## src/rtl/rob_mdp_update_receiver.sv

```systemverilog
// Receiver for store-set MDP updates. Buffers updates in a small coalescing circular queue
// and drains them into the ROB mdp_info array, discarding entries squashed by a ROB kill.
module rob_mdp_update_receiver #(
   parameter int unsigned ROB_ENTRIES       = 128,
   parameter int unsigned LOG_ROB_ENTRIES   = $clog2(ROB_ENTRIES),
   parameter int unsigned MDPT_INFO_WIDTH   = 8,
   parameter int unsigned RX_BUFFER_ENTRIES = 4
) (
   input  logic                       CLK,
   input  logic                       RST,
   input  logic                       rob_mdp_update_valid,
   input  logic [MDPT_INFO_WIDTH-1:0] rob_mdp_update_mdp_info,
   input  logic [LOG_ROB_ENTRIES-1:0] rob_mdp_update_ROB_index,
   input  logic [LOG_ROB_ENTRIES-1:0] rob_head_index,
   input  logic                       rob_kill_valid,
   input  logic [LOG_ROB_ENTRIES-1:0] rob_kill_start_ROB_index,
   output logic                       rob_mdp_write_valid,
   output logic [MDPT_INFO_WIDTH-1:0] rob_mdp_write_mdp_info,
   output logic [LOG_ROB_ENTRIES-1:0] rob_mdp_write_ROB_index,
   input  logic                       rob_mdp_write_ready,
   output logic                       drop_pulse,
   output logic [7:0]                 drop_count
);

   localparam int unsigned PTR_W = $clog2(RX_BUFFER_ENTRIES);
   localparam int unsigned CNT_W = PTR_W + 1;
   localparam logic [CNT_W-1:0] FULL_CNT = CNT_W'(RX_BUFFER_ENTRIES);

   logic [RX_BUFFER_ENTRIES-1:0] v_q, v_d;
   logic [LOG_ROB_ENTRIES-1:0]   idx_q  [RX_BUFFER_ENTRIES];
   logic [LOG_ROB_ENTRIES-1:0]   idx_d  [RX_BUFFER_ENTRIES];
   logic [MDPT_INFO_WIDTH-1:0]   info_q [RX_BUFFER_ENTRIES];
   logic [MDPT_INFO_WIDTH-1:0]   info_d [RX_BUFFER_ENTRIES];
   logic [PTR_W-1:0]             head_q, head_d, tail_q, tail_d, merge_ptr;
   logic [CNT_W-1:0]             occ_q, occ_d;
   logic                         drop_pulse_q, drop_pulse_d;
   logic [7:0]                   drop_count_q, drop_count_d;
   logic                         not_empty, head_v, head_killed, pop;
   logic                         upd_live, merge_hit, enq, drop;

   // Killed when the index is at least as young as the kill start, ages taken from the ROB head.
   function automatic logic is_killed(input logic                       kv,
                                      input logic [LOG_ROB_ENTRIES-1:0] x,
                                      input logic [LOG_ROB_ENTRIES-1:0] start,
                                      input logic [LOG_ROB_ENTRIES-1:0] head);
      logic [LOG_ROB_ENTRIES-1:0] age_x, age_k;
      age_x = x - head;
      age_k = start - head;
      return kv && (age_x >= age_k);
   endfunction

   always_comb begin
      not_empty   = (occ_q != '0);
      head_v      = v_q[head_q];
      head_killed = is_killed(rob_kill_valid, idx_q[head_q], rob_kill_start_ROB_index,
                              rob_head_index);

      rob_mdp_write_valid     = ~RST & not_empty & head_v & ~head_killed;
      rob_mdp_write_mdp_info  = info_q[head_q];
      rob_mdp_write_ROB_index = idx_q[head_q];

      // Holes (invalidated or killed heads) drain without a write.
      pop = not_empty & ((rob_mdp_write_valid & rob_mdp_write_ready) | ~head_v | head_killed);

      upd_live = rob_mdp_update_valid &
                 ~is_killed(rob_kill_valid, rob_mdp_update_ROB_index, rob_kill_start_ROB_index,
                            rob_head_index);

      merge_hit = 1'b0;
      merge_ptr = '0;
      for (int i = 0; i < int'(RX_BUFFER_ENTRIES); i++) begin
         if (v_q[i] && (idx_q[i] == rob_mdp_update_ROB_index) &&
             !(pop && (PTR_W'(i) == head_q))) begin
            merge_hit = 1'b1;
            merge_ptr = PTR_W'(i);
         end
      end

      enq  = upd_live & ~merge_hit & ((occ_q != FULL_CNT) | pop);
      drop = upd_live & ~merge_hit & ~enq;

      v_d    = v_q;
      idx_d  = idx_q;
      info_d = info_q;
      for (int i = 0; i < int'(RX_BUFFER_ENTRIES); i++) begin
         if (is_killed(rob_kill_valid, idx_q[i], rob_kill_start_ROB_index, rob_head_index)) begin
            v_d[i] = 1'b0;
         end
      end
      if (pop) begin
         v_d[head_q] = 1'b0;
      end
      if (upd_live && merge_hit) begin
         info_d[merge_ptr] = rob_mdp_update_mdp_info;
      end
      // Applied after the pop clear: on a full queue with a pop, tail aliases head.
      if (enq) begin
         v_d[tail_q]    = 1'b1;
         idx_d[tail_q]  = rob_mdp_update_ROB_index;
         info_d[tail_q] = rob_mdp_update_mdp_info;
      end

      head_d       = pop ? head_q + PTR_W'(1) : head_q;
      tail_d       = enq ? tail_q + PTR_W'(1) : tail_q;
      occ_d        = occ_q + CNT_W'(enq) - CNT_W'(pop);
      drop_pulse_d = drop;
      drop_count_d = (drop && (drop_count_q != 8'hFF)) ? drop_count_q + 8'd1 : drop_count_q;

      drop_pulse = drop_pulse_q;
      drop_count = drop_count_q;
   end

   always_ff @(posedge CLK) begin
      if (RST) begin
         v_q          <= '0;
         head_q       <= '0;
         tail_q       <= '0;
         occ_q        <= '0;
         drop_pulse_q <= 1'b0;
         drop_count_q <= '0;
         for (int i = 0; i < int'(RX_BUFFER_ENTRIES); i++) begin
            idx_q[i]  <= '0;
            info_q[i] <= '0;
         end
      end else begin
         v_q          <= v_d;
         idx_q        <= idx_d;
         info_q       <= info_d;
         head_q       <= head_d;
         tail_q       <= tail_d;
         occ_q        <= occ_d;
         drop_pulse_q <= drop_pulse_d;
         drop_count_q <= drop_count_d;
      end
   end

endmodule

```

## config.mk

```make
export PLATFORM = sky130hd
export DESIGN_NAME = rob_mdp_update_receiver
export DESIGN_NICKNAME = d
export VERILOG_FILES = /design/src/rtl/rob_mdp_update_receiver.sv
export SDC_FILE = /design/constraint.sdc
export NUM_CORES = 1
export LEC_CHECK = 0
export CAP_MARGIN = 30
export CORE_ASPECT_RATIO = 1.1
export CORE_MARGIN = 1.5
export CORE_UTILIZATION = 45
export DETAILED_ROUTE_END_ITERATION = 8
export GPL_TIMING_DRIVEN = 0
export PLACE_DENSITY = 0.67
export SYNTH_ARGS = -nofsm -noshare
export SYNTH_HDL_FRONTEND = slang
export SYNTH_SLANG_ARGS = --single-unit
export TNS_END_PERCENT = 20
```

## constraint.sdc

```tcl
create_clock -name CLK -period 5.95 [get_ports CLK]
set_clock_uncertainty 0.2 [all_clocks]
set_input_delay 0.8925 -clock CLK [delete_from_list [all_inputs] [get_ports CLK]]
set_output_delay 0.8925 -clock CLK [all_outputs]
set_load 0.01 [all_outputs]
```

==> metrics.md, run 1 <==
| Metric | Value |
|---|---|
| Vias in the first global route | 5,296 |
| Kind of start point of the critical path | input pin |
| Wire length after detailed routing | between 15,000 and 20,000 um |
| FF+latch count, synth | 80 |
| H-tree level count | 3 |
| Worst-Skew Late Latency | approximately 340 ps |
| Status | completed |
| Area share of xor/xnor cells in the synthesized design | 0.108 |
| Placed cells | between 900 and 1,000 |
| Mapped Avg Cell Area | 9.35 um2 |
| First-pass GRT wire length | around 26,000 um |
| Post-DRT Antenna Nets | 0 |
| RSZ-0062 raised after global routing | no |
| Post-synth top area share | 0.247 |
| DR vias/cell | 5.47 |
| CP cell instances | dlygate4sd2_1, ha_1, inv_1, fa_1, a21o_1, a21oi_2, xnor2_1, ha_1, a21oi_1, o21ai_1, a21oi_2, nand2b_2, and4_1, clkdlybuf4s50_1 |
| VDD IR max | between 0.2 and 0.25 mV |
| Die footprint | 15,200 um2 |
| Initial Utilization | 0.465 |
| CP bufs+invs | 3 |
| Layout cells sized above 1 | 0.0935 |
| Simple-gate area share of the yosys netlist | 0.115 |
| CP delay by family, top | buffers and inverters |
| Netlist cell types | 48 |
| Hold depth | 2 |
| Mapped cell area | about 6500 um2 |
| Site row count | 45 |
| Post-DP HPWL | about 13,000 um |
| Top post-synthesis cells by area | dfxtp_1 25%, ha_1 18%, mux2i_1 9.6%, xnor2_1 8.2%, mux4_2 5.6% |
| Synth Flop Type | dfxtp_1 |
| Critical Path Sink Type | output pin |
| Drt pass-1 iters | 5 |
| Register area share after synthesis | 0.247 |
| CTS sink cnt | 80 |
| Crit Path Max Fanout | 7 |
| Die width | 118 um |
| Most common cell in the netlist | ha_1 |
| Final Max Slew Viols | 0 |
| Antenna violations before repair | 0 |
| Synth area leader | dfxtp_1 |
| Pleak | about 3.4 nW |
| Max clock buf depth | 2 |
| Reg2reg end | occ_q[2] |
| Post-synth top cells | 93 x ha_1, 80 x dfxtp_1, 62 x mux2i_1, 62 x nor2_1, 61 x xnor2_1 |
| Minimum clock period | 5610 ps |
| Hold EP | info_q[16] |
| Core Footprint | about 14,000 um2 |
| Final nets | 900 |
| All-Layer GR Usage | 0.222 |
| Hold path start | info_q[16] |
| Final GP Congestion | between 0.8 and 0.9 |
| Yosys warns | 0 |
| Hold crit path type | flip-flop to flip-flop |
| Non-filler cells, final | about 960 |
| Synthesized instance count | 694 |
| Flop-to-flop setup slack | roughly 410 ps |
| Critical path's largest stage delay | 550 ps |
| Normalized max-slew margin | 0.484 |
| Diodes inserted | 0 |
| Die H | 129 um |
| CTS root buf | clkbuf_16 |
| Residual overflow from global routing | 0 |
| Critical Setup Path Class | input pin to output pin |
| Post-synth EDFFs | 0 |
| Drt wl/cell | between 15 and 20 um |
| CTS tree | built |
| R2R depth | 25 |
| Post-synthesis mux area share | 0.155 |
| Period utilisation layout | 0.942 |
| Largest family of logic cells by synthesized area | adder cells |
| Area grow syn2layout | 18.7% |
| DR DRC count | 0 |
| Arr. time, crit path | 4510 ps |
| Inserted Clock Buffers | 9 |
| Worst slew pin tran | slightly below 800 ps |
| Detailed Route Iter0 Violations | 300 |
| Buffers on Ports | 53 |
| Slowest CP cell | clkdlybuf4s50_1 |
| Post-synthesis adder-cell area fraction | 0.204 |
| Largest net degree at the start of global routing | 19 |
| Worst path required time | just under 5000 ps |
| Detailed-route via count | around 5,200 |
| Clk pin slew, worst setup/hold paths | approximately 60 ps |
| Final setup fails | 0 |
| Max Freq | ~0.18 GHz |
| Compound-Gate Fraction of Synth Area | 0.126 |
| Pwr Density | between 200 and 300 nW/um2 |
| Max-cap violations | 0 |
| Mapped Nets | 829 |
| FFs w/ async S/R, synth | 0 |
| Worst hold-check slack | roughly 270 ps |
| RR Startpoint | head_q[1] |
| Hold-fix buffers, CTS | 0 |
| Fin. Hold Viols | 0 |
| Io pins | 59 |
==> flip-flops by register name, indices dropped and copies added, names as in the netlist <==
| signal | count |
|---|---|
| drop_pulse | 1 |
| head_q | 2 |
| tail_q | 2 |
| v_q | 4 |
| occ_q | 3 |
| drop_count | 8 |
| info_q | 32 |
| idx_q | 28 |
==> kinds of logic after synthesis <==
| logic type | after synthesis |
|---|---|
| muxes | 80 |
| and+or+nand+nor | 161 |
| adders and majority gates | 101 |
| buffers and inverters | 74 |
| DFF | 80 |
| AOI/OAI and AO/OA | 118 |
| xor gates and xnor gates | 80 |
==> placed cells by master, fill, tap and decap left out, types with 9 or more instances in the layout <==
| cell type | synthesis | routed |
|---|---|---|
| a21o_1 | 31 | 31 |
| a21oi_1 | 43 | 40 |
| buf_4 | 0 | 9 |
| clkbuf_1 | 18 | 20 |
| clkbuf_16 | 0 | 9 |
| clkdlybuf4s50_1 | 0 | 51 |
| dfxtp_1 | 80 | 80 |
| ha_1 | 93 | 93 |
| inv_1 | 44 | 43 |
| mux2i_1 | 62 | 62 |
| mux4_2 | 16 | 16 |
| nand2_1 | 47 | 47 |
| nand3_1 | 11 | 11 |
| nand4_1 | 12 | 12 |
| nor2_1 | 62 | 61 |
| xnor2_1 | 61 | 60 |
| xor2_1 | 19 | 18 |
==> worst min-delay path, delay by kind of cell, from the launching register on <==
family	cells	cell delay, ps
DFF	1	300
muxes	1	60
and+or+nand+nor	1	60
==> through the flow <==
step	TNS (ps)	cell area (um2)	worst slack [ps]	power, mW	utilization
after floorplan	0	6490	163	1.39	-
after global placement	-26720	7260	-1060	1.65	0.520
after detailed placement	-32950	7260	-1180	1.69	0.520
after CTS	0	7620	11.0	2.25	0.546
after global routing	0	7700	24.6	2.43	0.552
final	0	7700	344	2.27	0.552
==> timing repair <==
action	in CTS	in global routing
setup buffers	5	4
pin swaps	2	2
cloned	0	0
resized for setup	9	10
endpoints found under the setup margin	31	3
==> final cells by class <==
class / instances / area [um2]
inverter: 44 / 169
clock inverter: 5 / 57.6
timing repair buffer: 62 / 599
tap: 188 / 235
multi-input combinational: 540 / 4680
fill: 1298 / 6260
buffer: 28 / 128
clock buffer: 11 / 233
sequential: 80 / 1600
==> where the power goes <==
part           internal (mW)  switching [mW]
Clock                  0.325           0.218
Sequential             0.590          0.0543
Combinational          0.496           0.586
==> how the worst max path moves through the flow <==
| stage | endpoint | slack, ps | startpoint | cells past startpoint |
|---|---|---|---|---|
| 4_1_cts | occ_q[2] | 10 | rob_head_index[1] | 25 |
| 6_report | rob_mdp_write_valid | 340 | rob_head_index[0] | 14 |
| 3_5_place_dp | occ_q[2] | -1180 | rob_head_index[1] | 25 |
| 3_3_place_gp | occ_q[2] | -1060 | rob_head_index[1] | 25 |
| 5_1_grt | occ_q[2] | 20 | rob_head_index[0] | 26 |
| 2_1_floorplan | occ_q[2] | 160 | head_q[0] | 26 |
==> per-layer routing <==
layer	part of all wire	track usage	vias to the layer above
li1	-	-	2586
met1	0.43	0.268	2509
met2	0.50	0.402	122
met3	0.040	0.0288	25
met4	0.024	0.0947	0
met5	0	0	-
(Power assumes the default switching activity.)
==> inputs of run 2 (changes only) <==
--- a/config.mk
+++ b/config.mk
@@ -11,6 +11,7 @@
 export CORE_UTILIZATION = 45
 export DETAILED_ROUTE_END_ITERATION = 8
 export GPL_TIMING_DRIVEN = 0
+export MAX_ROUTING_LAYER = met4
 export PLACE_DENSITY = 0.67
 export SYNTH_ARGS = -nofsm -noshare
 export SYNTH_HDL_FRONTEND = slang
==> metrics.md, run 2 (synthesis results as in run 1) <==
| Metric | Value |
|---|---|
| Status | completed |
| Buffers on Ports | 53 (unchanged) |
| Critical Path Sink Type | flip-flop |
| Worst hold-check slack | 272 ps (+3.03 ps) |
| Largest register FFs | 32 (unchanged) |
| Final GP Congestion | 0.894 (-0.45%) |
| CP delay by family, top | adder cells |
| Commonest non-fill, non-tap cells in the layout | 93 x ha_1, 80 x dfxtp_1, 62 x mux2i_1 |
| Setup TNS | 0 ps (unchanged) |
| Most common cell after layout, fill and taps aside | ha_1 |
| Die H | 129 um (unchanged) |
| Vias in the first global route | 5,487 (+3.6%) |
| Max Freq | 0.175 GHz (-1.6%) |
| Final nets | 899 (-0.11%) |
| Hold-fix buffers, CTS | 0 (unchanged) |
| Die footprint | 15,200 um2 (unchanged) |
| Critical path's largest stage delay | 370 ps (-180 ps) |
| DR DRC count | 0 (unchanged) |
| VDD IR max | 0.202 mV (-11%) |
| Largest register by flop count | info_q |
| Inserted Clock Buffers | 9 (unchanged) |
| All-Layer GR Usage | 0.238 (+0.0155) |
| CTS root buf | clkbuf_16 |
| Worst-Skew Late Latency | 340 ps (about the same) |
| Post-DP HPWL | 13,200 um (+0.90%) |
| Fin. Hold Viols | 0 (unchanged) |
| Cell mode on critical path | ha_1 |
| Worst slew pin tran | 727 ps (-44.9 ps) |
| Critical Setup Path Class | input pin to flip-flop |
| Filler cells | 1,310 (+0.92%) |
| Max-cap violations | 0 (unchanged) |
| CTS tree | built |
| CTS sink cnt | 80 (unchanged) |
| Layout cells sized above 1 | 0.0975 (+0.00402) |
| Max clock buf depth | 2 (unchanged) |
| Die width | 118 um (unchanged) |
| Wire length after detailed routing | 17,000 um (+2.4%) |
| Area grow syn2layout | 19.2% |
| Post-DRT Antenna Nets | 0 (unchanged) |
| Drt wl/cell | 17.8 um (+2.5%) |
| Detailed Route Iter0 Violations | 207 (-31%) |
| First-pass GRT wire length | 27,400 um (+3.7%) |
| Clk pin slew, worst setup/hold paths | 60 ps (about the same) |
| Detailed-route via count | 5,355 (+2.2%) |
| Normalized max-slew margin | 0.515 (+0.0310) |
| DR vias/cell | 5.60 (+2.3%) |
| Worst path required time | 5970 ps (+1110 ps) |
| Site row count | 45 (unchanged) |
| Arr. time, crit path | 5710 ps (+1200 ps) |
| Crit Path Max Fanout | 8 (+1) |
| Core Footprint | 14,000 um2 (unchanged) |
| Initial Utilization | 0.465 (unchanged) |
| Hold crit path type | flip-flop to flip-flop |
| CP bufs+invs | 7 (+4) |
| Diodes inserted | 0 (unchanged) |
| Largest net degree at the start of global routing | 19 (unchanged) |
| Period utilisation layout | 0.958 (+0.0156) |
| Io pins | 59 (unchanged) |
| Residual overflow from global routing | 0 (unchanged) |
| Final Max Slew Viols | 0 (unchanged) |
| Final setup fails | 0 (unchanged) |
| Pleak | 3.44 nW (about the same) |
| Kind of start point of the critical path | input pin |
| Pwr Density | 302 nW/um2 (+2.6%) |
| Slowest CP cell | fa_1 |
| Minimum clock period | 5700 ps (+92.6 ps) |
| H-tree level count | 3 (unchanged) |
| Antenna violations before repair | 0 (unchanged) |
| Drt pass-1 iters | 5 (unchanged) |
| Post-layout utilization of the core | 0.554 (+0.00233) |
run 2: stage by stage:
stage	instances	total power, mW	setup WS (ps)	instance area, um2
global route	957	2.49	-21.3	7730
CTS	956	2.32	104	7680
global placement	935	1.65	-1050	7260
floorplan	694	1.39	163	6490
detailed placement	935	1.69	-1270	7260
finish	957	2.34	251	7730
run 2: repair_timing:
item,CTS,global route
buffers inserted,6,1
pin swaps,4,2
gates resized for setup,14,11
setup endpoints to repair,40,2
run 2: worst paths after layout:
| kind | endpoint | slack [ps] | depth (start not counted) | from |
|---|---|---|---|---|
| setup / recovery | occ_q[2] | 250 | 25 | rob_head_index[1] |
| hold / removal | info_q[15] | 270 | 2 | info_q[15] |
| setup reg to reg | occ_q[2] | 310 | 26 | head_q[0] |
| hold reg to reg | info_q[15] | 270 | 2 | info_q[15] |
run 2: routing by layer:
| layer | GRT usage | wire length, um |
|---|---|---|
| met1 | 0.277 | 7210 |
| met2 | 0.412 | 8370 |
| met3 | 0.0253 | 793 |
| met4 | 0.117 | 654 |
| met5 | - | 0 |
run 2: cell type report:
cell class	count	area [um2]	area share
Timing Repair Buffer	60	577	0.0746
Multi-Input combinational cell	540	4700	0.607
Tap cell	188	235	0.0304
Buffer	29	135	0.0175
Sequential cell	80	1600	0.207
Clock buffer	10	229	0.0296
Inverter	44	169	0.0218
Clock inverter	6	91.3	0.0118
run 2: worst min-delay path: cells and delay by family (launching register included):
family	cells	cell delay, ps
flip-flops	1	310
AND/OR/NAND/NOR	1	60
multiplexers	1	60
run 2: power by group:
part / leakage [nW] / switching (mW) / internal (mW) / total, mW
Clock: 0.157 / 0.229 / 0.370 / 0.599
Sequential: 0.649 / 0.0534 / 0.589 / 0.643
Combinational: 2.63 / 0.598 / 0.498 / 1.10
==> variant: new RTL, settings of run 1 <==
Set the parameter `RX_BUFFER_ENTRIES` to 2 (it was 4).
--- a/src/rtl/rob_mdp_update_receiver.sv
+++ b/src/rtl/rob_mdp_update_receiver.sv
@@ -5,5 +5,5 @@
    parameter int unsigned LOG_ROB_ENTRIES   = $clog2(ROB_ENTRIES),
    parameter int unsigned MDPT_INFO_WIDTH   = 8,
-   parameter int unsigned RX_BUFFER_ENTRIES = 4
+   parameter int unsigned RX_BUFFER_ENTRIES = 2
 ) (
    input  logic                       CLK,
Behaviour: not the same (a bounded check fails within 4 cycles, from zero or initial values and one cycle with RST high).
==> variant against run 1 <==
Synthesized cell count fell by 34%. Sequential power fell by 38%. Setup slack got worse by 0.027 ns. Utilization rose by 1.8 points. Combinational power fell by 26%. Synthesized area fell by 38%. Count of clock-buffer cells in the layout fell by 5. Global-route usage fell by 0.30 points. Via count fell by 34%. Design area fell by 37%. Wire length fell by 41%. Sequential share of layout area fell by 2.2 points. Power fell by 38%. Sequential cell count fell by 35. Largest cell class unchanged.
==> variant: results (changes against run 1) <==
* Status: completed
* Synth Area in XOR/XNOR at 10.2% (-0.61 points)
* Total Routing Usage GR at 21.9% (-0.30 points)
* Drt pass-1 iters at 4 (-1)
* Number of global-route vias before repair at 3,576 (-32%)
* Initial drt markers at 162 (-46%)
* Unique masters post-synth at 54 (+13%)
* Slew at the pin with the worst max-slew slack at 0.571 ns (-0.201 ns)
* Worst setup startpoint: rob_head_index[2]
* Clk pin slew, worst setup/hold paths at 0.09 ns (+0.03 ns)
* R2r setup slk at 0.63 ns (+0.22 ns)
* Mux cell area share after synthesis at 8.44% (-7.0 points)
* R2r startpoint: head_q$_SDFFE_PP0N_
* CTS buffer count at 5 (-4)
* # fillers at 787 (-39%)
* Worst Path Max Fanout at 6 (-1)
* Max reg flops at 16 (-50%)
* PortBufs at 56 (+5.7%)
* Via Count at 3,482 (-34%)
* Worst hold path endpoint: info_q[13]$_SDFF_PP0_
* Critical register-to-register path endpoint: occ_q[1]$_SDFF_PP0_
* Post-synthesis compound-gate area fraction at 19.4% (+6.8 points)
* Sequential area share after synthesis at 22.4% (-2.2 points)
* Final HPWL DP at 7810 µm (-40%)
* # H-tree levels at 2 (-1)
* Worst slack, placed at -0.673 ns (+0.503 ns)
==> variant: cell types whose count changed in the layout (fill, tap and decap cells not counted), moves of 15 or more <==
cell	before	now
mux2i_1	62	17
ha_1	93	62
xnor2_1	60	21
dfxtp_1	80	44
o21ai_0	8	23
mux2_2	0	15
nor2_1	61	14
mux4_2	16	0
==> variant: worst max-delay path: stages <==
cell             delay, ns
clkdlybuf4s50_1       0.45
inv_1                 0.12
ha_1                  0.36
nor2b_1               0.14
o21ai_0               0.16
nand2b_1              0.12
a21o_1                0.20
a21oi_1               0.25
xnor2_2               0.16
ha_1                  0.24
a211o_1               0.27
o211ai_1              0.19
o311ai_4              0.21
nor3_2                0.22
clkdlybuf4s50_1       0.56
==> variant: stage by stage <==
step / instance area [µm²] / total power [W] / std cells
6_report: 4860 / 0.00140 / 629
5_1_grt: 4860 / 0.00152 / 629
4_1_cts: 4830 / 0.00139 / 630
3_5_place_dp: 4710 / 0.00118 / 622
3_3_place_gp: 4710 / 0.00116 / 622
2_1_floorplan: 4020 / 0.000947 / 455
==> variant: kinds of logic after synthesis <==
| logic type | Yosys count |
|---|---|
| buffers and inverters | 48 |
| AOI/OAI and AO/OA | 118 |
| muxes | 32 |
| DFF | 45 |
| adders and majority gates | 67 |
| and+or+nand+nor | 100 |
| xor gates and xnor gates | 45 |
==> variant: repair_timing <==
action / in CTS / in global routing
pin swaps: 0 / 1
gates resized for setup: 6 / 9
setup buffers: 1 / 0
endpoints found under the setup margin: 3 / 3
hold buffers: 0 / 0
==> variant: layout make-up <==
cell class	count	area [µm²]	share of cell area [%]
multi-input cells	362	2960	60.8
well taps	111	139	2.86
clock buffers	6	82.6	1.70
repair buffers	57	569	11.7
plain buffers	14	75.1	1.54
flip-flops and latches	45	905	18.6
clock inverters	2	13.8	0.283
inverters	32	124	2.55
==> variant: worst max-delay path by stage <==
| stage | end | slack [ns] | cells after the start |
|---|---|---|---|
| final | rob_mdp_write_valid | 0.32 | 15 |
| after global routing | rob_mdp_write_valid | 0.05 | 16 |
| after CTS | occ_q[1]$_SDFF_PP0_ | 0.04 | 24 |
| after detailed placement | occ_q[1]$_SDFF_PP0_ | -0.67 | 25 |
| after global placement | occ_q[1]$_SDFF_PP0_ | -0.67 | 25 |
| after floorplan | occ_q[1]$_SDFF_PP0_ | 0.70 | 23 |
==> variant: per-layer routing <==
| metal | global-route usage (%) | share of wire (%) |
|---|---|---|
| met4 | 5.24 | 1.4 |
| met2 | 41.3 | 51 |
| met1 | 27.0 | 44 |
| met3 | 1.79 | 3.5 |
| met5 | 0 | 0 |
==> variant: where the power goes <==
group / leakage, nW / internal, W / switching [W]
registers: 0.368 / 0.000349 / 0.0000529
logic: 1.82 / 0.000384 / 0.000412
clock network: 0.0512 / 0.0000942 / 0.000104
total: 2.24 / 0.000827 / 0.000569
